$ cat config.mk
export PLATFORM = sky130hd
export DESIGN_NAME = gato_controlador_partida_flat
export DESIGN_NICKNAME = d
export VERILOG_FILES = /design/src/rtl/gato_controlador_partida_if.sv /design/src/rtl/gato_controlador_partida.sv /design/src/flat_wrapper.sv
export SDC_FILE = /design/constraint.sdc
export NUM_CORES = 1
export LEC_CHECK = 0
export ABC_AREA = 1
export CAP_MARGIN = 20
export CELL_PAD_IN_SITES_DETAIL_PLACEMENT = 0
export CELL_PAD_IN_SITES_GLOBAL_PLACEMENT = 1
export CORE_MARGIN = 10
export CORE_UTILIZATION = 36
export DETAILED_ROUTE_END_ITERATION = 8
export PLACE_DENSITY_LB_ADDON = 0.1
export REMOVE_ABC_BUFFERS = 1
export SYNTH_ARGS = -nofsm -noshare
export SYNTH_HDL_FRONTEND = slang
export SYNTH_SLANG_ARGS = --single-unit
$ cat constraint.sdc
create_clock -name clk -period 1.62 [get_ports clk]
set_input_delay 0.162 -clock clk [delete_from_list [all_inputs] [get_ports clk]]
set_output_delay 0.162 -clock clk [all_outputs]
set_load 0.005 [all_outputs]
$ cat src/rtl/gato_controlador_partida_if.sv
// Handshake and status bundle between the cell-selection front end and the game controller.
// The master side drives move requests; the slave side (the controller) returns turn, board and result.
interface gato_controlador_partida_if;
    logic        nuevo_juego;
    logic        jugada_valida;
    logic [3:0]  jugada_cuadro;
    logic        jugada_ack;
    logic        jugada_rechazo;
    logic        turno_p1;
    logic        turno_p2;
    logic [17:0] tablero;
    logic [1:0]  ganador;
    logic        fin_juego;
    logic [7:0]  linea_ganadora;
    logic        timeout_turno;

    modport master (
        output nuevo_juego, jugada_valida, jugada_cuadro,
        input  jugada_ack, jugada_rechazo, turno_p1, turno_p2, tablero,
               ganador, fin_juego, linea_ganadora, timeout_turno
    );

    modport slave (
        input  nuevo_juego, jugada_valida, jugada_cuadro,
        output jugada_ack, jugada_rechazo, turno_p1, turno_p2, tablero,
               ganador, fin_juego, linea_ganadora, timeout_turno
    );
endinterface

$ cat src/rtl/gato_controlador_partida.sv
// Tic-tac-toe game sequencer: owns the board, validates moves, alternates turns,
// enforces a per-turn timeout and detects wins/draws. All outputs are registered.
module gato_controlador_partida #(
    parameter int unsigned TURN_TIMEOUT = 50_000_000,
    parameter int unsigned CNT_W        = 26
) (
    input logic                       clk,
    input logic                       reset,
    gato_controlador_partida_if.slave bus
);

    typedef enum logic [2:0] {
        INACTIVO = 3'd0,
        TURNO_P1 = 3'd1,
        TURNO_P2 = 3'd2,
        EVALUA   = 3'd3,
        FIN      = 3'd4
    } estado_t;

    localparam bit             TIMEOUT_ON = (TURN_TIMEOUT != 0);
    localparam logic [CNT_W-1:0] CNT_MAX  = TIMEOUT_ON ? CNT_W'(TURN_TIMEOUT - 1) : '0;

    // Cell indices (0-based) of each line, in linea_ganadora bit order.
    localparam int LINEA [8][3] = '{
        '{0, 1, 2}, '{3, 4, 5}, '{6, 7, 8},
        '{0, 3, 6}, '{1, 4, 7}, '{2, 5, 8},
        '{0, 4, 8}, '{2, 4, 6}
    };

    function automatic logic [7:0] lineas_set(input logic [17:0] t);
        logic [7:0] m;
        logic [1:0] a, b, c;
        m = '0;
        for (int i = 0; i < 8; i++) begin
            a    = t[2*LINEA[i][0] +: 2];
            b    = t[2*LINEA[i][1] +: 2];
            c    = t[2*LINEA[i][2] +: 2];
            m[i] = (a != 2'b00) && (a == b) && (a == c);
        end
        return m;
    endfunction

    function automatic logic [1:0] codigo_ganador(input logic [17:0] t, input logic [7:0] m);
        logic [1:0] g;
        g = 2'b00;
        for (int i = 7; i >= 0; i--) begin
            if (m[i]) g = t[2*LINEA[i][0] +: 2];
        end
        return g;
    endfunction

    function automatic logic tablero_lleno(input logic [17:0] t);
        logic lleno;
        lleno = 1'b1;
        for (int k = 0; k < 9; k++) begin
            if (t[2*k +: 2] == 2'b00) lleno = 1'b0;
        end
        return lleno;
    endfunction

    estado_t          estado_q, estado_d;
    logic [17:0]      tablero_q, tablero_mov;
    logic [1:0]       ganador_q;
    logic [7:0]       linea_q;
    logic             ack_q, rechazo_q, timeout_q;
    logic [CNT_W-1:0] cnt_q;
    logic             eval_p2_q;

    logic       en_turno, cuadro_ok, celda_libre;
    logic       aceptar, rechazar, expira;
    logic [7:0] mask_eval;
    logic       lleno_eval;

    assign mask_eval  = lineas_set(tablero_q);
    assign lleno_eval = tablero_lleno(tablero_q);

    // Move decode: selected cell status and the board with the move applied.
    always_comb begin
        en_turno    = (estado_q == TURNO_P1) || (estado_q == TURNO_P2);
        cuadro_ok   = (bus.jugada_cuadro >= 4'd1) && (bus.jugada_cuadro <= 4'd9);
        celda_libre = 1'b0;
        tablero_mov = tablero_q;
        for (int k = 0; k < 9; k++) begin
            if (bus.jugada_cuadro == 4'(k + 1)) begin
                celda_libre            = (tablero_q[2*k +: 2] == 2'b00);
                tablero_mov[2*k +: 2]  = (estado_q == TURNO_P1) ? 2'b11 : 2'b01;
            end
        end
        aceptar  = !bus.nuevo_juego && en_turno && bus.jugada_valida && cuadro_ok && celda_libre;
        rechazar = !bus.nuevo_juego && bus.jugada_valida && !aceptar;
        expira   = TIMEOUT_ON && !bus.nuevo_juego && en_turno && (cnt_q == CNT_MAX) && !aceptar;
    end

    always_ff @(posedge clk) begin
        if (reset) estado_q <= INACTIVO;
        else       estado_q <= estado_d;
    end

    always_comb begin
        estado_d = estado_q;
        if (bus.nuevo_juego) begin
            estado_d = TURNO_P1;
        end else begin
            case (estado_q)
                TURNO_P1: begin
                    if (aceptar)     estado_d = EVALUA;
                    else if (expira) estado_d = TURNO_P2;
                end
                TURNO_P2: begin
                    if (aceptar)     estado_d = EVALUA;
                    else if (expira) estado_d = TURNO_P1;
                end
                EVALUA: begin
                    if ((mask_eval != 8'h00) || lleno_eval) estado_d = FIN;
                    else if (eval_p2_q)                     estado_d = TURNO_P1;
                    else                                    estado_d = TURNO_P2;
                end
                default: estado_d = estado_q;
            endcase
        end
    end

    always_comb begin
        bus.turno_p1       = (estado_q == TURNO_P1);
        bus.turno_p2       = (estado_q == TURNO_P2);
        bus.fin_juego      = (estado_q == FIN);
        bus.tablero        = tablero_q;
        bus.ganador        = ganador_q;
        bus.linea_ganadora = linea_q;
        bus.jugada_ack     = ack_q;
        bus.jugada_rechazo = rechazo_q;
        bus.timeout_turno  = timeout_q;
    end

    always_ff @(posedge clk) begin
        if (reset) begin
            tablero_q <= '0;
            ganador_q <= 2'b00;
            linea_q   <= '0;
            ack_q     <= 1'b0;
            rechazo_q <= 1'b0;
            timeout_q <= 1'b0;
            cnt_q     <= '0;
            eval_p2_q <= 1'b0;
        end else begin
            ack_q     <= aceptar;
            rechazo_q <= rechazar;
            timeout_q <= expira;

            if (bus.nuevo_juego || !en_turno || aceptar || expira || !TIMEOUT_ON)
                cnt_q <= '0;
            else
                cnt_q <= cnt_q + CNT_W'(1);

            if (bus.nuevo_juego) begin
                tablero_q <= '0;
                ganador_q <= 2'b00;
                linea_q   <= '0;
            end else begin
                if (aceptar) begin
                    tablero_q <= tablero_mov;
                    eval_p2_q <= (estado_q == TURNO_P2);
                end
                // Result latches on the EVALUA -> FIN transition and then holds.
                if (estado_q == EVALUA) begin
                    if (mask_eval != 8'h00) begin
                        ganador_q <= codigo_ganador(tablero_q, mask_eval);
                        linea_q   <= mask_eval;
                    end else if (lleno_eval) begin
                        ganador_q <= 2'b10;
                    end
                end
            end
        end
    end

endmodule
$ cat src/flat_wrapper.sv
// flat-port wrapper written by rule: the top's interface ports become plain ports
module gato_controlador_partida_flat 
#(
    parameter int unsigned TURN_TIMEOUT = 50_000_000,
    parameter int unsigned CNT_W        = 26
)
  (clk, reset, bus_nuevo_juego, bus_jugada_valida, bus_jugada_cuadro, bus_jugada_ack, bus_jugada_rechazo, bus_turno_p1, bus_turno_p2, bus_tablero, bus_ganador, bus_fin_juego, bus_linea_ganadora, bus_timeout_turno);
  gato_controlador_partida_if bus_i ();
  input logic clk;
  input logic reset;
  input wire logic [$bits(bus_i.nuevo_juego)-1:0] bus_nuevo_juego;
  input wire logic [$bits(bus_i.jugada_valida)-1:0] bus_jugada_valida;
  input wire logic [$bits(bus_i.jugada_cuadro)-1:0] bus_jugada_cuadro;
  output wire logic [$bits(bus_i.jugada_ack)-1:0] bus_jugada_ack;
  output wire logic [$bits(bus_i.jugada_rechazo)-1:0] bus_jugada_rechazo;
  output wire logic [$bits(bus_i.turno_p1)-1:0] bus_turno_p1;
  output wire logic [$bits(bus_i.turno_p2)-1:0] bus_turno_p2;
  output wire logic [$bits(bus_i.tablero)-1:0] bus_tablero;
  output wire logic [$bits(bus_i.ganador)-1:0] bus_ganador;
  output wire logic [$bits(bus_i.fin_juego)-1:0] bus_fin_juego;
  output wire logic [$bits(bus_i.linea_ganadora)-1:0] bus_linea_ganadora;
  output wire logic [$bits(bus_i.timeout_turno)-1:0] bus_timeout_turno;
  assign bus_i.nuevo_juego = bus_nuevo_juego;
  assign bus_i.jugada_valida = bus_jugada_valida;
  assign bus_i.jugada_cuadro = bus_jugada_cuadro;
  assign bus_jugada_ack = bus_i.jugada_ack;
  assign bus_jugada_rechazo = bus_i.jugada_rechazo;
  assign bus_turno_p1 = bus_i.turno_p1;
  assign bus_turno_p2 = bus_i.turno_p2;
  assign bus_tablero = bus_i.tablero;
  assign bus_ganador = bus_i.ganador;
  assign bus_fin_juego = bus_i.fin_juego;
  assign bus_linea_ganadora = bus_i.linea_ganadora;
  assign bus_timeout_turno = bus_i.timeout_turno;
  gato_controlador_partida #(.TURN_TIMEOUT(TURN_TIMEOUT), .CNT_W(CNT_W)) u_core (.clk(clk), .reset(reset), .bus(bus_i));
endmodule
======== Word-level counts from Yosys, hierarchy flattened ========
Index checks and enable logic that the tools add are counted.
storage, ports and cells
  word-level logic and storage cells ...... 160
  bits of input ports ..................... 8
  bits in latches ......................... 0
  ROM bits ................................ 0
  flip-flop bits (word level) ............. 61
  memory bits (writable) .................. 0
  memories kept ........................... 0
  output and inout port bits .............. 34
cells by class
  order comparisons ....................... 2
  eq/ne operators ......................... 34
  $add $sub $neg .......................... 1
  muxes and demuxes ....................... 37
  reductions and logical operators ........ 67
  bitwise operators ....................... 1
  multipliers ............................. 0
  divide/modulo/power cells ............... 0
  shift operators ......................... 0
operators with widths
  operator                                                                number
  2-bit equality test                                                     16
  26-bit by 1-bit adder with 26-bit output (second input constant)        1
  26-bit equality test (second input constant)                            1
  1-bit logical AND                                                       25
  2-bit two-way mux                                                       12
  2-bit AND reduction                                                     12
  1-bit two-way mux                                                       19
  2-bit zero test                                                         9
  4-bit by 3-bit equality test with 1-bit output (second input constant)  4
  3-bit two-way mux                                                       5
  2-bit nonzero test                                                      6
  3-bit one-hot mux with 3 select lines                                   1
  4-bit by 2-bit equality test with 1-bit output (second input constant)  2
  4-bit equality test (second input constant)                             2
  4-bit by 2-bit != test with 1-bit output (second input constant)        2
  8-bit nonzero test                                                      1
  3-bit by 2-bit equality test with 1-bit output (second input constant)  2
  3-bit by 1-bit != test with 1-bit output (second input constant)        2
  3-bit AND reduction                                                     2
  1-bit logical OR                                                        5
  4-bit by 1-bit equality test with 1-bit output (second input constant)  1
  4-bit by 1-bit >= comparator with 1-bit output (second input constant)  1
  4-bit less-or-equal comparator (second input constant)                  1
  4-bit nonzero test                                                      1
  other kinds (6)                                                         9

======== Longest topological paths before layout ========
Gate-level depths: netlist (run 1).
  depth in word-level cells ............... 17
  depth in mapped cells ................... 16
  depth with buffers taken out ............ 16

======== Least setup slack after synthesis (run 1) ========
OpenSTA, ideal clock, no wires.
  path kind ............................... flip-flop to flip-flop
  start point ............................. reg u_core.cnt_q[0]
  end point ............................... reg u_core.cnt_q[20]
  arrival time ............................ 1.650 ns
  buffers on the path ..................... 0
  setup slack ............................. -0.150 ns
  data required time ...................... 1.500 ns
  stages on the path, launching flop included .. 13
  clock period less this slack ............ 1.770 ns
  library setup time ...................... 0.120 ns
  cell sequence ........................... dfxtp_1 > ha_1 > nand3_2 > nor2_2 > nand2_2 > nor2_4 > nand4_2 > nor2_2 > nand2_1 > nor3_2 > nand2_1 > nor2_1 > nor3b_2
on the way
  longest elaborated chain between the ends .. 5
  elaborated cells on any way between the ends .. 6
  classes of those cells .................. add/sub (1); eq/ne (1); reduce/logical (4)
ends and longest elaborated chain
  what                                                                              RTL line                         text
  from (decl)                                                                       gato_controlador_partida.sv:66   logic [CNT_W-1:0] cnt_q;
  from (signal assigned)                                                            gato_controlador_partida.sv:153  cnt_q <= cnt_q + CNT_W'(1);
  branches (longest 5 deep; another with 26-bit by 1-bit adder with 26-bit output)  -
Several ways; the timed one is not identified.
A chain may end at the register's enable or synchronous reset.

======== Final worst setup path (run 1) ========
  start point ............................. reg u_core.cnt_q[1]
  end point ............................... reg u_core.cnt_q[20]
The elaborated chain is that of the path after synthesis.

==> impl_table.tex, run 1 <==
\begin{tabular}{lr}
\hline
Metric & Value \\
\hline
\multicolumn{2}{l}{\textbf{Setup path}} \\
\quad Startpoint of the most critical register-to-register path & u\_core.cnt\_q[1]\$\_SDFF\_PP0\_ \\
\quad Biggest fanout along the worst timing path & 3 \\
\quad Reg-to-reg slack, setup & -0.18 ns \\
\quad Data arrival time at the worst-slack endpoint & 2.04 ns \\
\quad Worst R2R Path Depth & 12 \\
\quad Critical path type & flop to flop \\
\quad CP required & 1.87 ns \\
\quad CP endpoint kind & flop \\
\quad Endpoint of the most critical register-to-register path & u\_core.cnt\_q[20]\$\_SDFF\_PP0\_ \\
\quad Category of the worst setup path launch point & flop \\
\multicolumn{2}{l}{\textbf{Floorplanning}} \\
\quad Die outline height & 118 um \\
\quad Initial standard-cell utilization of the core & 37.2\% \\
\quad Number of placement rows & 35 \\
\quad Die outline area & 14000 sq um \\
\quad Floorplan die width & 118 um \\
\quad Core Region & 9330 sq um \\
\quad Top-Level Pins & 42 \\
\multicolumn{2}{l}{\textbf{Synth}} \\
\quad Mapped Area & 3470 sq um \\
\quad Number of synthesis warnings & 0 \\
\quad Unique masters post-synth & 41 \\
\quad Top cells by area, synth & dfxtp\_1, nand2\_1, nand3\_1 \\
\quad Most common library cells after synthesis & nand2\_1, inv\_1, dfxtp\_1 \\
\quad Leading register cell type out of synthesis & dfxtp\_1 \\
\quad Portion of the post-synthesis area used by sequential elements & 35.2\% \\
\quad Library cell with the highest instance count after synthesis & nand2\_1 \\
\quad Fraction of post-synthesis cell area in the top cell type by area & 35.2\% \\
\quad Post-synth ARST share & 0\% \\
\quad Synthesized area per cell & 6.82 sq um \\
\quad Synthesis-stage register bit count & 61 \\
\quad Area leader, netlist & dfxtp\_1 \\
\quad Number of flops mapped to enable cells by yosys & 0 \\
\quad Gate count of the mapped netlist & 509 \\
\multicolumn{2}{l}{\textbf{STA}} \\
\quad Final period demand of the worst path & 1.80 ns \\
\quad Max-slew violation total from the final report & 0 \\
\quad Minimum setup slack in the final design & -0.175 ns \\
\quad Unrepaired setup endpoints after global routing & yes \\
\quad Headroom to the max-slew limit & 73.9\% \\
\quad Measured slew at the worst slew-check pin & 0.388 ns \\
\quad Hold slack & 0.276 ns \\
\quad Setup violation total in the final timing report & 54 \\
\quad Count of endpoints failing hold in the final timing report & 0 \\
\quad Timing-limited maximum frequency & 0.557 GHz \\
\quad Tcrit/Tclk final & 111\% \\
\quad Clock tree skew after final layout & 0.0112 ns \\
\multicolumn{2}{l}{\textbf{Power and ir drop}} \\
\quad Standby leakage power & 2.77 nW \\
\quad Reported net switching power & 0.000831 W \\
\quad Gate power share & 10.6\% \\
\quad Power Density & 515 nW/um\^{}2 \\
\quad Share of power burned in registers & 44.7\% \\
\quad Maximum resistive drop on vdd & 422 uV \\
\quad Overall power after layout & 0.00336 W \\
\quad Clock group share of total power & 44.7\% \\
\quad Internal portion of total power & 0.00252 W \\
\quad Switching share of power & 24.8\% \\
\multicolumn{2}{l}{\textbf{Global routing}} \\
\quad Number of global-route vias before repair & 4120 \\
\quad Total Routing Usage GR & 16.9\% \\
\quad Wire length of the first global-routing pass & 20.0 mm \\
\quad Antenna violations before repair & 0 \\
\quad Aggregate global routing overflow & 0 \\
\quad Pin count of the biggest net entering global routing & 16 \\
\multicolumn{2}{l}{\textbf{Clock network}} \\
\quad Clock transition at the registers of the reported paths & 0.08 ns \\
\quad H-tree depth & 3 \\
\quad Master cell of the clock root buffer & clkbuf\_8 \\
\quad CTS max path bufs & 2 \\
\quad Hold buffers post-CTS & 0 \\
\quad Clock insertion delay at the later pin of the skew report & 0.34 ns \\
\quad Clock tree from TritonCTS & built \\
\quad Clock sink count & 61 \\
\quad Number of CTS-inserted buffers & 9 \\
\multicolumn{2}{l}{\textbf{Finish}} \\
\quad Layout overhead on the synthesized area & 87.9\% \\
\quad Non-filler cells in the finished layout & 871 \\
\quad Sequential cell area & 1270 sq um \\
\quad Total number of nets in the final design & 746 \\
\quad Filler cell count in the final layout & 790 \\
\quad Area of the multi-input gates & 2590 sq um \\
\quad Fraction of layout instances using a drive strength above 1 & 54.0\% \\
\quad Total inserted antenna cells & 0 \\
\multicolumn{2}{l}{\textbf{Hold path}} \\
\quad Min-Delay Endpoint & u\_core.bus.tablero[2]\$\_SDFFE\_PP0P\_ \\
\quad Start point of the worst hold path & bus\_jugada\_cuadro[3] \\
\quad Cell depth of the worst min-delay path & 4 \\
\quad Worst min-delay path class & input pin to flop \\
\multicolumn{2}{l}{\textbf{Placed design}} \\
\quad Routability congestion estimate & 0.899 \\
\quad Number of port buffers & 41 \\
\quad \# placed instances & 810 \\
\quad Final HPWL DP & 8.89 mm \\
\multicolumn{2}{l}{\textbf{Drt}} \\
\quad DRT iter0 DRCs & 268 \\
\quad Number of vias after detailed routing & 4213 \\
\quad Total Routed Length & 12.9 mm \\
\quad Routed wire per std cell & 14.8 um \\
\quad Count of unresolved DRC violations after routing & 0 \\
\quad ANT nets after route & 0 \\
\quad Via density per instance & 4.84 \\
\quad Iteration count of the initial detailed-routing pass & 4 \\
\multicolumn{2}{l}{\textbf{Status}} \\
\quad Violations in the final reports & setup timing \\
\quad Status & finished, violations left \\
\multicolumn{2}{l}{\textbf{Job}} \\
\quad Number of max-cap violations & 0 \\
\hline
\end{tabular}
-- how the worst max path moves through the flow --
stage | endpoint | from
after floorplan | u_core.cnt_q[20]$_SDFF_PP0_ | u_core.cnt_q[0]$_SDFF_PP0_
after global placement | u_core.bus.tablero[13]$_SDFFE_PP0P_ | bus_jugada_cuadro[0]
after detailed placement | u_core.bus.tablero[8]$_SDFFE_PP0P_ | bus_jugada_cuadro[0]
after CTS | u_core.cnt_q[20]$_SDFF_PP0_ | u_core.cnt_q[1]$_SDFF_PP0_
after global routing | u_core.cnt_q[25]$_SDFF_PP0_ | u_core.cnt_q[1]$_SDFF_PP0_
final | u_core.cnt_q[20]$_SDFF_PP0_ | u_core.cnt_q[1]$_SDFF_PP0_
-- critical path, stage by stage (launching register included) --
cell and delay (ns):
dfxtp_4 0.37, ha_4 0.15, nand3_4 0.08, nor2_4 0.12, nand2_4 0.07, nor2_4 0.10, nand4_2 0.12, nor2_4 0.13
nand2_2 0.10, nor3_4 0.21, nand2_2 0.09, nor2_2 0.12, nor3b_2 0.05
-- area by class of cell --
cell class / instances / share of cell area (%)
tap: 129 / 2.48
inverter: 72 / 4.76
clock buffer: 12 / 2.07
multi-input combinational: 367 / 39.8
sequential: 61 / 19.4
timing repair inverter: 2 / 0.499
timing repair buffer: 224 / 29.8
clock inverter: 4 / 1.11
-- metal layers --
metal	GRT usage, %	part of all wire (%)
met4	5.10	1.4
met3	3.62	3.9
met2	26.9	48
met5	0	0
met1	22.5	47
-- through the flow --
stage / utilization [%] / area (sq um) / setup TNS [ns] / setup slack [ns]
final: 69.9 / 6520 / -4.50 / -0.175
after global routing: 69.9 / 6520 / -10.58 / -0.296
after CTS: 62.7 / 5850 / -6.07 / -0.252
after detailed placement: 54.4 / 5070 / -21.19 / -0.491
after global placement: 54.4 / 5070 / -19.89 / -0.467
after floorplan: - / 3400 / -2.92 / -0.162
-- timing repair --
item | 4_1_cts | 5_1_grt
endpoints found under the setup margin | 63 | 64
pin swaps | 42 | 61
gates resized for setup | 120 | 142
buffers inserted | 26 | 20
gates cloned | 2 | 0
-- cells in the final DEF (no fill, tap or decap), types with 15 or more instances in the layout --
master,netlist,final
nor2_1,56,35
inv_1,63,51
buf_6,4,17
a21oi_2,6,26
dfxtp_1,61,41
buf_4,0,159
clkdlybuf4s50_1,0,33
a21oi_1,37,17
nand2_2,6,24
nand3_2,4,21
nand4_1,20,20
nand2_1,101,69
nand2_4,1,15
nand3_1,51,29
-- kinds of logic (layout without fill, tap and decap cells) --
logic type                 Yosys count  count (layout)  synth area share [%]
AOI/OAI and AO/OA                   72              72                  11.6
xor gates and xnor gates             5               5                  1.26
DFF                                 61              61                  35.2
adders and majority gates            1               1                 0.361
and+or+nand+nor                    289             289                  41.8
buffers and inverters               81             314                  9.77
-- power groups by stage --
stage | clock network, W | registers (W) | logic, W
after floorplan | 0 | 0.00155 | 0.000109
after global placement | 0 | 0.00155 | 0.000260
after detailed placement | 0 | 0.00155 | 0.000258
after CTS | 0.00151 | 0.00151 | 0.000303
after global routing | 0.00159 | 0.00150 | 0.000380
final | 0.00150 | 0.00150 | 0.000355
-- state kept, by name, summed over array words and instances, names as in the netlist --
signal	flops
u_core.eval_p2_q	1
u_core.bus.tablero	18
u_core.bus.timeout_turno	1
u_core.bus.ganador	2
u_core.cnt_q	26
u_core.bus.linea_ganadora	8
u_core.bus.jugada_rechazo	1
u_core.bus.jugada_ack	1
u_core.estado_q	3
Power figures use the tool's default switching activity.
==> run 2: changes to the inputs <==
- CTS_BUF_LIST: not set -> sky130_fd_sc_hd__clkbuf_16
- CTS_CLUSTER_DIAMETER: not set -> 100
==> run 2 against run 1 <==
The flow still finishes with violations (setup timing). Worst setup slack improved by 0.0048 ns. Via count up 3.2%. Sequential power about the same. Critical endpoint is now u_core.cnt_q[24]$_SDFF_PP0_. Largest cell class unchanged. Highest routed layer unchanged.
==> impl_table.tex, run 2 (synthesis results as in run 1) <==
\begin{tabular}{lr}
\hline
Metric & Value \\
\hline
\multicolumn{2}{l}{\textbf{STA}} \\
\quad Count of endpoints failing hold in the final timing report & 0 (unchanged) \\
\quad Measured slew at the worst slew-check pin & 0.381 ns (-0.00766 ns) \\
\quad Setup violation total in the final timing report & 47 (-13\%) \\
\quad Tcrit/Tclk final & 111\% (-0.29 points) \\
\quad Minimum setup slack in the final design & -0.170 ns (+0.00478 ns) \\
\quad Clock tree skew after final layout & 0.00657 ns (-0.00465 ns) \\
\quad Max-slew violation total from the final report & 0 (unchanged) \\
\quad Headroom to the max-slew limit & 74.4\% (+0.51 points) \\
\quad Final period demand of the worst path & 1.79 ns (-0.00477 ns) \\
\quad Final setup TNS & -3.30 ns (+1.20 ns) \\
\quad Timing-limited maximum frequency & 0.559 GHz (+0.27\%) \\
\quad Unrepaired setup endpoints after global routing & yes \\
\multicolumn{2}{l}{\textbf{Setup path}} \\
\quad Critical path type & flop to flop \\
\quad Reg-to-reg slack, setup & -0.17 ns (about the same) \\
\quad Category of the worst setup path launch point & flop \\
\quad Startpoint of the most critical register-to-register path & u\_core.cnt\_q[0]\$\_SDFF\_PP0\_ \\
\quad Biggest fanout along the worst timing path & 3 (unchanged) \\
\quad Endpoint of the most critical register-to-register path & u\_core.cnt\_q[24]\$\_SDFF\_PP0\_ \\
\quad CP endpoint kind & flop \\
\quad Crit path max-delay cell type & dfxtp\_4 \\
\quad Data arrival time at the worst-slack endpoint & 2.01 ns (-0.03 ns) \\
\quad CP required & 1.84 ns (-0.03 ns) \\
\quad Critical Path, Cell by Cell & ha\_4 -> nand3\_4 -> nor2\_4 -> nand2\_4 -> nor2\_4 -> buf\_6 -> nand4\_1 -> nor2\_2 -> nand3\_1 -> nand2\_1 -> a21oi\_2 \\
\quad Worst R2R Path Depth & 11 (-1) \\
\quad Slowest Stage Delay on Critical Path & 0.36 ns (about the same) \\
\quad Top cell by count, worst path & nor2\_4 \\
\multicolumn{2}{l}{\textbf{Clock network}} \\
\quad Number of CTS-inserted buffers & 9 (unchanged) \\
\quad Clock tree from TritonCTS & built \\
\quad H-tree depth & 3 (unchanged) \\
\quad Hold buffers post-CTS & 0 (unchanged) \\
\quad Clock transition at the registers of the reported paths & 0.06 ns (-0.02 ns) \\
\quad Master cell of the clock root buffer & clkbuf\_16 \\
\quad Clock insertion delay at the later pin of the skew report & 0.33 ns (about the same) \\
\quad CTS max path bufs & 2 (unchanged) \\
\quad Clock sink count & 61 (unchanged) \\
\multicolumn{2}{l}{\textbf{Global routing}} \\
\quad Pin count of the biggest net entering global routing & 16 (unchanged) \\
\quad GR met2 Demand/Resource & 28.1\% (+1.2 points) \\
\quad Wire length of the first global-routing pass & 20.3 mm (+1.4\%) \\
\quad Global route hottest layer & met2 \\
\quad Global-route track usage on met1 & 22.4\% (about the same) \\
\quad Number of global-route vias before repair & 4197 (+1.9\%) \\
\quad Met3 track demand over resource in global routing & 3.66\% (+0.048 points) \\
\quad Total Routing Usage GR & 17.3\% (+0.37 points) \\
\quad Aggregate global routing overflow & 0 (unchanged) \\
\quad Antenna violations before repair & 0 (unchanged) \\
\multicolumn{2}{l}{\textbf{Finish}} \\
\quad Highest-count cells in the layout ignoring fill and taps & buf\_4, nand2\_1, inv\_1 \\
\quad Number of flip-flops under the largest register name & 26 (unchanged) \\
\quad Total number of nets in the final design & 758 (+1.6\%) \\
\quad Final Core Density & 73.2\% (+3.3 points) \\
\quad Layout overhead on the synthesized area & 96.8\% \\
\quad Filler cell count in the final layout & 732 (-7.3\%) \\
\quad Most common cell after layout, fill and taps aside & buf\_4 \\
\quad Fraction of layout instances using a drive strength above 1 & 57.8\% (+3.8 points) \\
\quad Total inserted antenna cells & 0 (unchanged) \\
\quad Register name with the most flops & u\_core.cnt\_q \\
\multicolumn{2}{l}{\textbf{Job}} \\
\quad Number of max-cap violations & 0 (unchanged) \\
\multicolumn{2}{l}{\textbf{Floorplanning}} \\
\quad Die outline area & 14000 sq um (unchanged) \\
\quad Top-Level Pins & 42 (unchanged) \\
\quad Core Region & 9330 sq um (unchanged) \\
\quad Die outline height & 118 um (unchanged) \\
\quad Floorplan die width & 118 um (unchanged) \\
\quad Initial standard-cell utilization of the core & 37.2\% (unchanged) \\
\quad Number of placement rows & 35 (unchanged) \\
\multicolumn{2}{l}{\textbf{Placed design}} \\
\quad Routability congestion estimate & 0.899 (unchanged) \\
\quad Number of port buffers & 41 (unchanged) \\
\quad Final HPWL DP & 8.89 mm (unchanged) \\
\multicolumn{2}{l}{\textbf{Power and ir drop}} \\
\quad Reported net switching power & 0.000912 W (+9.7\%) \\
\quad Clock group share of total power & 52.2\% (+7.5 points) \\
\quad Standby leakage power & 2.86 nW (+3.3\%) \\
\quad Gate power share & 9.2\% (-1.4 points) \\
\quad Maximum resistive drop on vdd & 520 uV (+23\%) \\
\quad Power Density & 570 nW/um\^{}2 (+11\%) \\
\quad Switching share of power & 23.4\% (-1.3 points) \\
\quad Share of power burned in registers & 38.6\% (-6.1 points) \\
\quad Internal portion of total power & 0.00298 W (+18\%) \\
\multicolumn{2}{l}{\textbf{Drt}} \\
\quad Number of vias after detailed routing & 4346 (+3.2\%) \\
\quad Total Routed Length & 13.6 mm (+5.4\%) \\
\quad Iteration count of the initial detailed-routing pass & 5 (+1) \\
\quad Count of unresolved DRC violations after routing & 0 (unchanged) \\
\quad DRT iter0 DRCs & 263 (-1.9\%) \\
\quad ANT nets after route & 0 (unchanged) \\
\quad Via density per instance & 4.92 (+1.8\%) \\
\quad Routed wire per std cell & 15.4 um (+4.0\%) \\
\multicolumn{2}{l}{\textbf{Status}} \\
\quad Violations in the final reports & setup timing \\
\quad Status & finished, violations left \\
\multicolumn{2}{l}{\textbf{Hold path}} \\
\quad Worst min-delay path class & input pin to flop \\
\quad Cell depth of the worst min-delay path & 4 (unchanged) \\
\quad Start point of the worst hold path & bus\_jugada\_cuadro[3] \\
\quad Min-Delay Endpoint & u\_core.bus.tablero[2]\$\_SDFFE\_PP0P\_ \\
\hline
\end{tabular}
-- run 2: cell types whose count changed in the layout (fill, tap and decap cells not counted), sizes merged --
cell / change
buf: +12
inv: +4
clkbuf: -3
dlygate4sd2: +3
clkdlybuf4s15: -1
clkdlybuf4s50: -1
clkinv: -1
dlymetal6s2s: -1
-- run 2: cell type report --
class | instances | area (sq um) | area share [%]
Clock inverter | 7 | 83.8 | 1.23
Clock buffer | 9 | 225 | 3.30
Timing Repair Buffer | 236 | 2060 | 30.2
Multi-Input combinational cell | 367 | 2670 | 39.2
Tap cell | 129 | 161 | 2.36
Timing Repair inverter | 2 | 27.5 | 0.403
Inverter | 72 | 315 | 4.62
Sequential cell | 61 | 1270 | 18.7
-- run 2: repair_timing --
item                                    in CTS  in global routing
endpoints found under the hold margin        0                  0
pin swaps                                   50                 73
gates resized for setup                    141                180
setup buffers                               32                 30
endpoints found under the setup margin      63                 61
gates cloned                                 3                  1
-- run 2: worst max-delay path by stage --
stage	startpoint	end	depth (start not counted)
6_report	u_core.cnt_q[0]$_SDFF_PP0_	u_core.cnt_q[24]$_SDFF_PP0_	11
5_1_grt	u_core.cnt_q[0]$_SDFF_PP0_	u_core.cnt_q[24]$_SDFF_PP0_	11
4_1_cts	u_core.cnt_q[1]$_SDFF_PP0_	u_core.cnt_q[20]$_SDFF_PP0_	12
3_5_place_dp	bus_jugada_cuadro[0]	u_core.bus.tablero[8]$_SDFFE_PP0P_	13
3_3_place_gp	bus_jugada_cuadro[0]	u_core.bus.tablero[13]$_SDFFE_PP0P_	13
2_1_floorplan	u_core.cnt_q[0]$_SDFF_PP0_	u_core.cnt_q[20]$_SDFF_PP0_	12
-- run 2: per-stage QoR --
stage / worst slack [ns] / hold slack (ns) / total power, W / instances / area [sq um]
global placement: -0.467 / 0.454 / 0.00181 / 810 / 5070
floorplan: -0.162 / 0.231 / 0.00166 / 500 / 3400
global route: -0.314 / 0.442 / 0.00400 / 883 / 6830
detailed placement: -0.491 / 0.463 / 0.00180 / 810 / 5070
finish: -0.170 / 0.399 / 0.00389 / 883 / 6830
CTS: -0.237 / 0.395 / 0.00387 / 859 / 6080
-- run 2: critical path: cells and delay by family, from the launching register on --
kind                       cells  cell delay [ns]
AOI/OAI and AO/OA              1             0.05
adders and majority gates      1             0.15
buffers and inverters          1             0.11
DFF                            1             0.36
and+or+nand+nor                8             1.01
-- run 2: power by group through the flow --
stage                     Combinational (W)  Clock [W]  Sequential [W]
after CTS                          0.000326    0.00204         0.00151
final                              0.000358    0.00203         0.00150
after global placement             0.000260          0         0.00155
after global routing               0.000384    0.00211         0.00150
after floorplan                    0.000109          0         0.00155
after detailed placement           0.000258          0         0.00155
-- run 2: routing by layer --
layer | share of wire, % | up-vias | wire, um
met5 | 0 | - | 0
met4 | 1.6 | 0 | 211
met3 | 4.1 | 26 | 556
met2 | 49 | 104 | 6710
met1 | 45 | 2037 | 6130
li1 | - | 2179 | -
==> run 3: changes to the inputs <==
- GPL_ROUTABILITY_DRIVEN: not set -> 0
==> run 3 against run 2 <==
The run still ends with setup timing left. Non-clock buffer count fell by 7. Critical endpoint is now u_core.bus.ganador[1]$_SDFFE_PP0P_. Total power fell by 2.5%. Largest cell class unchanged. Clock power fell by 5%.
==> impl_table.tex, run 3 (synthesis results as in run 1) <==
\begin{tabular}{lr}
\hline
Metric & Value \\
\hline
\multicolumn{2}{l}{\textbf{Setup path}} \\
\quad Category of the worst setup path launch point & flop \\
\quad CP required & 1.83 ns (about the same) \\
\quad Biggest fanout along the worst timing path & 6 (+3) \\
\quad Data arrival time at the worst-slack endpoint & 2.02 ns (about the same) \\
\quad Critical path type & flop to flop \\
\quad CP endpoint kind & flop \\
\quad Reg-to-reg slack, setup & -0.19 ns (-0.02 ns) \\
\multicolumn{2}{l}{\textbf{STA}} \\
\quad Unrepaired setup endpoints after global routing & yes \\
\quad Final period demand of the worst path & 1.81 ns (+0.0213 ns) \\
\quad Max-slew violation total from the final report & 0 (unchanged) \\
\quad Count of endpoints failing hold in the final timing report & 0 (unchanged) \\
\quad Tcrit/Tclk final & 112\% (+1.3 points) \\
\quad Minimum setup slack in the final design & -0.192 ns (-0.0213 ns) \\
\quad Headroom to the max-slew limit & 68.8\% (-5.6 points) \\
\quad Setup violation total in the final timing report & 51 (+8.5\%) \\
\quad Clock tree skew after final layout & 0.0110 ns (+0.00440 ns) \\
\quad Timing-limited maximum frequency & 0.552 GHz (-1.2\%) \\
\quad Measured slew at the worst slew-check pin & 0.464 ns (+0.0835 ns) \\
\multicolumn{2}{l}{\textbf{Finish}} \\
\quad Layout overhead on the synthesized area & 93.1\% \\
\quad Total inserted antenna cells & 0 (unchanged) \\
\quad Register name with the most flops & u\_core.cnt\_q \\
\quad Fraction of layout instances using a drive strength above 1 & 55.2\% (-2.6 points) \\
\quad Number of flip-flops under the largest register name & 26 (unchanged) \\
\quad Final Core Density & 71.8\% (-1.4 points) \\
\quad Most common cell after layout, fill and taps aside & buf\_4 \\
\quad Highest-count cells in the layout ignoring fill and taps & buf\_4, nand2\_1, inv\_1 \\
\quad Total number of nets in the final design & 752 (-0.79\%) \\
\quad Filler cell count in the final layout & 751 (+2.6\%) \\
\multicolumn{2}{l}{\textbf{Job}} \\
\quad Number of max-cap violations & 0 (unchanged) \\
\multicolumn{2}{l}{\textbf{Floorplanning}} \\
\quad Die outline area & 14000 sq um (unchanged) \\
\quad Initial standard-cell utilization of the core & 37.2\% (unchanged) \\
\quad Die outline height & 118 um (unchanged) \\
\quad Number of placement rows & 35 (unchanged) \\
\quad Floorplan die width & 118 um (unchanged) \\
\quad Core Region & 9330 sq um (unchanged) \\
\quad Top-Level Pins & 42 (unchanged) \\
\multicolumn{2}{l}{\textbf{Drt}} \\
\quad DR WL met3 & 421 um (-24\%) \\
\quad Count of unresolved DRC violations after routing & 0 (unchanged) \\
\quad Sum of routed wire segments on met1 & 6.34 mm (+3.4\%) \\
\quad Met2 Routed Length & 6.44 mm (-3.9\%) \\
\quad Number of vias after detailed routing & 4346 (unchanged) \\
\quad Highest routing layer actually used & met4 \\
\quad Total Routed Length & 13.4 mm (-1.4\%) \\
\quad DRT iter0 DRCs & 199 (-24\%) \\
\quad ANT nets after route & 0 (unchanged) \\
\quad Iteration count of the initial detailed-routing pass & 4 (-1) \\
\quad Routed wire per std cell & 15.3 um (-0.70\%) \\
\quad Via density per instance & 4.96 (+0.68\%) \\
\multicolumn{2}{l}{\textbf{Power and ir drop}} \\
\quad Power Density & 566 nW/um\^{}2 (-0.66\%) \\
\quad Standby leakage power & 2.88 nW (+0.89\%) \\
\quad Maximum resistive drop on vdd & 518 uV (-0.37\%) \\
\multicolumn{2}{l}{\textbf{Placed design}} \\
\quad DP Worst Slack & -0.452 ns (+0.0384 ns) \\
\quad Final HPWL DP & 8.94 mm (+0.52\%) \\
\quad Number of port buffers & 41 (unchanged) \\
\multicolumn{2}{l}{\textbf{Clock network}} \\
\quad Master cell of the clock root buffer & clkbuf\_16 \\
\quad Clock insertion delay at the later pin of the skew report & 0.34 ns (about the same) \\
\quad Number of CTS-inserted buffers & 9 (unchanged) \\
\quad Clock tree from TritonCTS & built \\
\quad Clock sink count & 61 (unchanged) \\
\quad H-tree depth & 3 (unchanged) \\
\quad Clock transition at the registers of the reported paths & 0.05 ns (about the same) \\
\quad Hold buffers post-CTS & 0 (unchanged) \\
\quad CTS max path bufs & 2 (unchanged) \\
\multicolumn{2}{l}{\textbf{Status}} \\
\quad Status & finished, violations left \\
\quad Violations in the final reports & setup timing \\
\multicolumn{2}{l}{\textbf{Global routing}} \\
\quad Wire length of the first global-routing pass & 19.9 mm (-2.1\%) \\
\quad Antenna violations before repair & 0 (unchanged) \\
\quad Aggregate global routing overflow & 0 (unchanged) \\
\quad Pin count of the biggest net entering global routing & 20 (+4) \\
\quad Number of global-route vias before repair & 4113 (-2.0\%) \\
\quad Total Routing Usage GR & 16.8\% (-0.51 points) \\
\multicolumn{2}{l}{\textbf{Hold path}} \\
\quad Worst min-delay path class & input pin to flop \\
\hline
\end{tabular}
[run 3: cell count changes in the layout (fill, tap and decap cells not counted), sizes merged]
cell	before	now
clkbuf	9	11
clkinv	6	10
inv	72	69
dlygate4sd2	7	5
bufinv	2	1
clkinvlp	1	2
buf	196	186
dlymetal6s2s	1	4
[run 3: path summary, 6_finish.rpt]
check                                startpoint                                  to  depth (start not counted)
min                        bus_jugada_cuadro[3]  u_core.bus.tablero[3]$_SDFFE_PP0P_                          4
max reg2reg  u_core.bus.tablero[1]$_SDFFE_PP0P_  u_core.bus.ganador[1]$_SDFFE_PP0P_                         14
max          u_core.bus.tablero[1]$_SDFFE_PP0P_  u_core.bus.ganador[1]$_SDFFE_PP0P_                         14
min reg2reg         u_core.cnt_q[24]$_SDFF_PP0_         u_core.cnt_q[24]$_SDFF_PP0_                          2
[run 3: what timing repair did]
action / 4_1_cts / 5_1_grt
setup buffers: 24 / 29
pin swaps: 41 / 85
setup endpoints to repair: 63 / 62
gates cloned: 2 / 4
resized for setup: 103 / 178
[run 3: report_power, final]
group | total [W] | switching, W | internal (W)
logic | 0.000366 | 0.000198 | 0.000168
clock network | 0.00192 | 0.000738 | 0.00118
registers | 0.00151 | 0.00000624 | 0.00150
[run 3: worst max-delay path, stage by stage (launching register included)]
cell and delay [ns]:
dfxtp_2 0.35, clkinv_4 0.10, buf_6 0.14, nand3_2 0.05
nand2_1 0.06, nand2_2 0.08, nand2_2 0.06, nor2_4 0.14
nand2_2 0.09, buf_6 0.13, o21ai_4 0.17, buf_4 0.13
inv_2 0.03, o21ai_2 0.11, a21oi_1 0.05
[run 3: per-stage QoR]
| step | area, sq um | instances | hold slack, ns | power, W | TNS (ns) |
|---|---|---|---|---|---|
| 2_1_floorplan | 3400 | 500 | 0.231 | 0.00166 | -2.92 |
| 3_3_place_gp | 5010 | 805 | 0.456 | 0.00180 | -18.81 |
| 3_5_place_dp | 5010 | 805 | 0.461 | 0.00180 | -20.75 |
| 4_1_cts | 5780 | 847 | 0.452 | 0.00372 | -5.98 |
| 5_1_grt | 6700 | 877 | 0.384 | 0.00391 | -11.09 |
| 6_report | 6700 | 877 | 0.329 | 0.00379 | -4.87 |
[run 3: layout make-up]
class                   count  area (sq um)  area share [%]
multi-input cells         367          2620            39.1
repair buffers            229          2020            30.2
flip-flops and latches     61          1260            18.8
inverters                  72           303            4.52
clock buffers               9           225            3.36
well taps                 129           161            2.41
clock inverters             7          67.6            1.01
repair inverters            3          43.8           0.654
[run 3: layer usage]
layer / up-vias / track usage (%)
met5: - / 0
met4: 0 / 5.95
met3: 24 / 2.71
met2: 85 / 25.5
met1: 2075 / 23.4
li1: 2162 / -
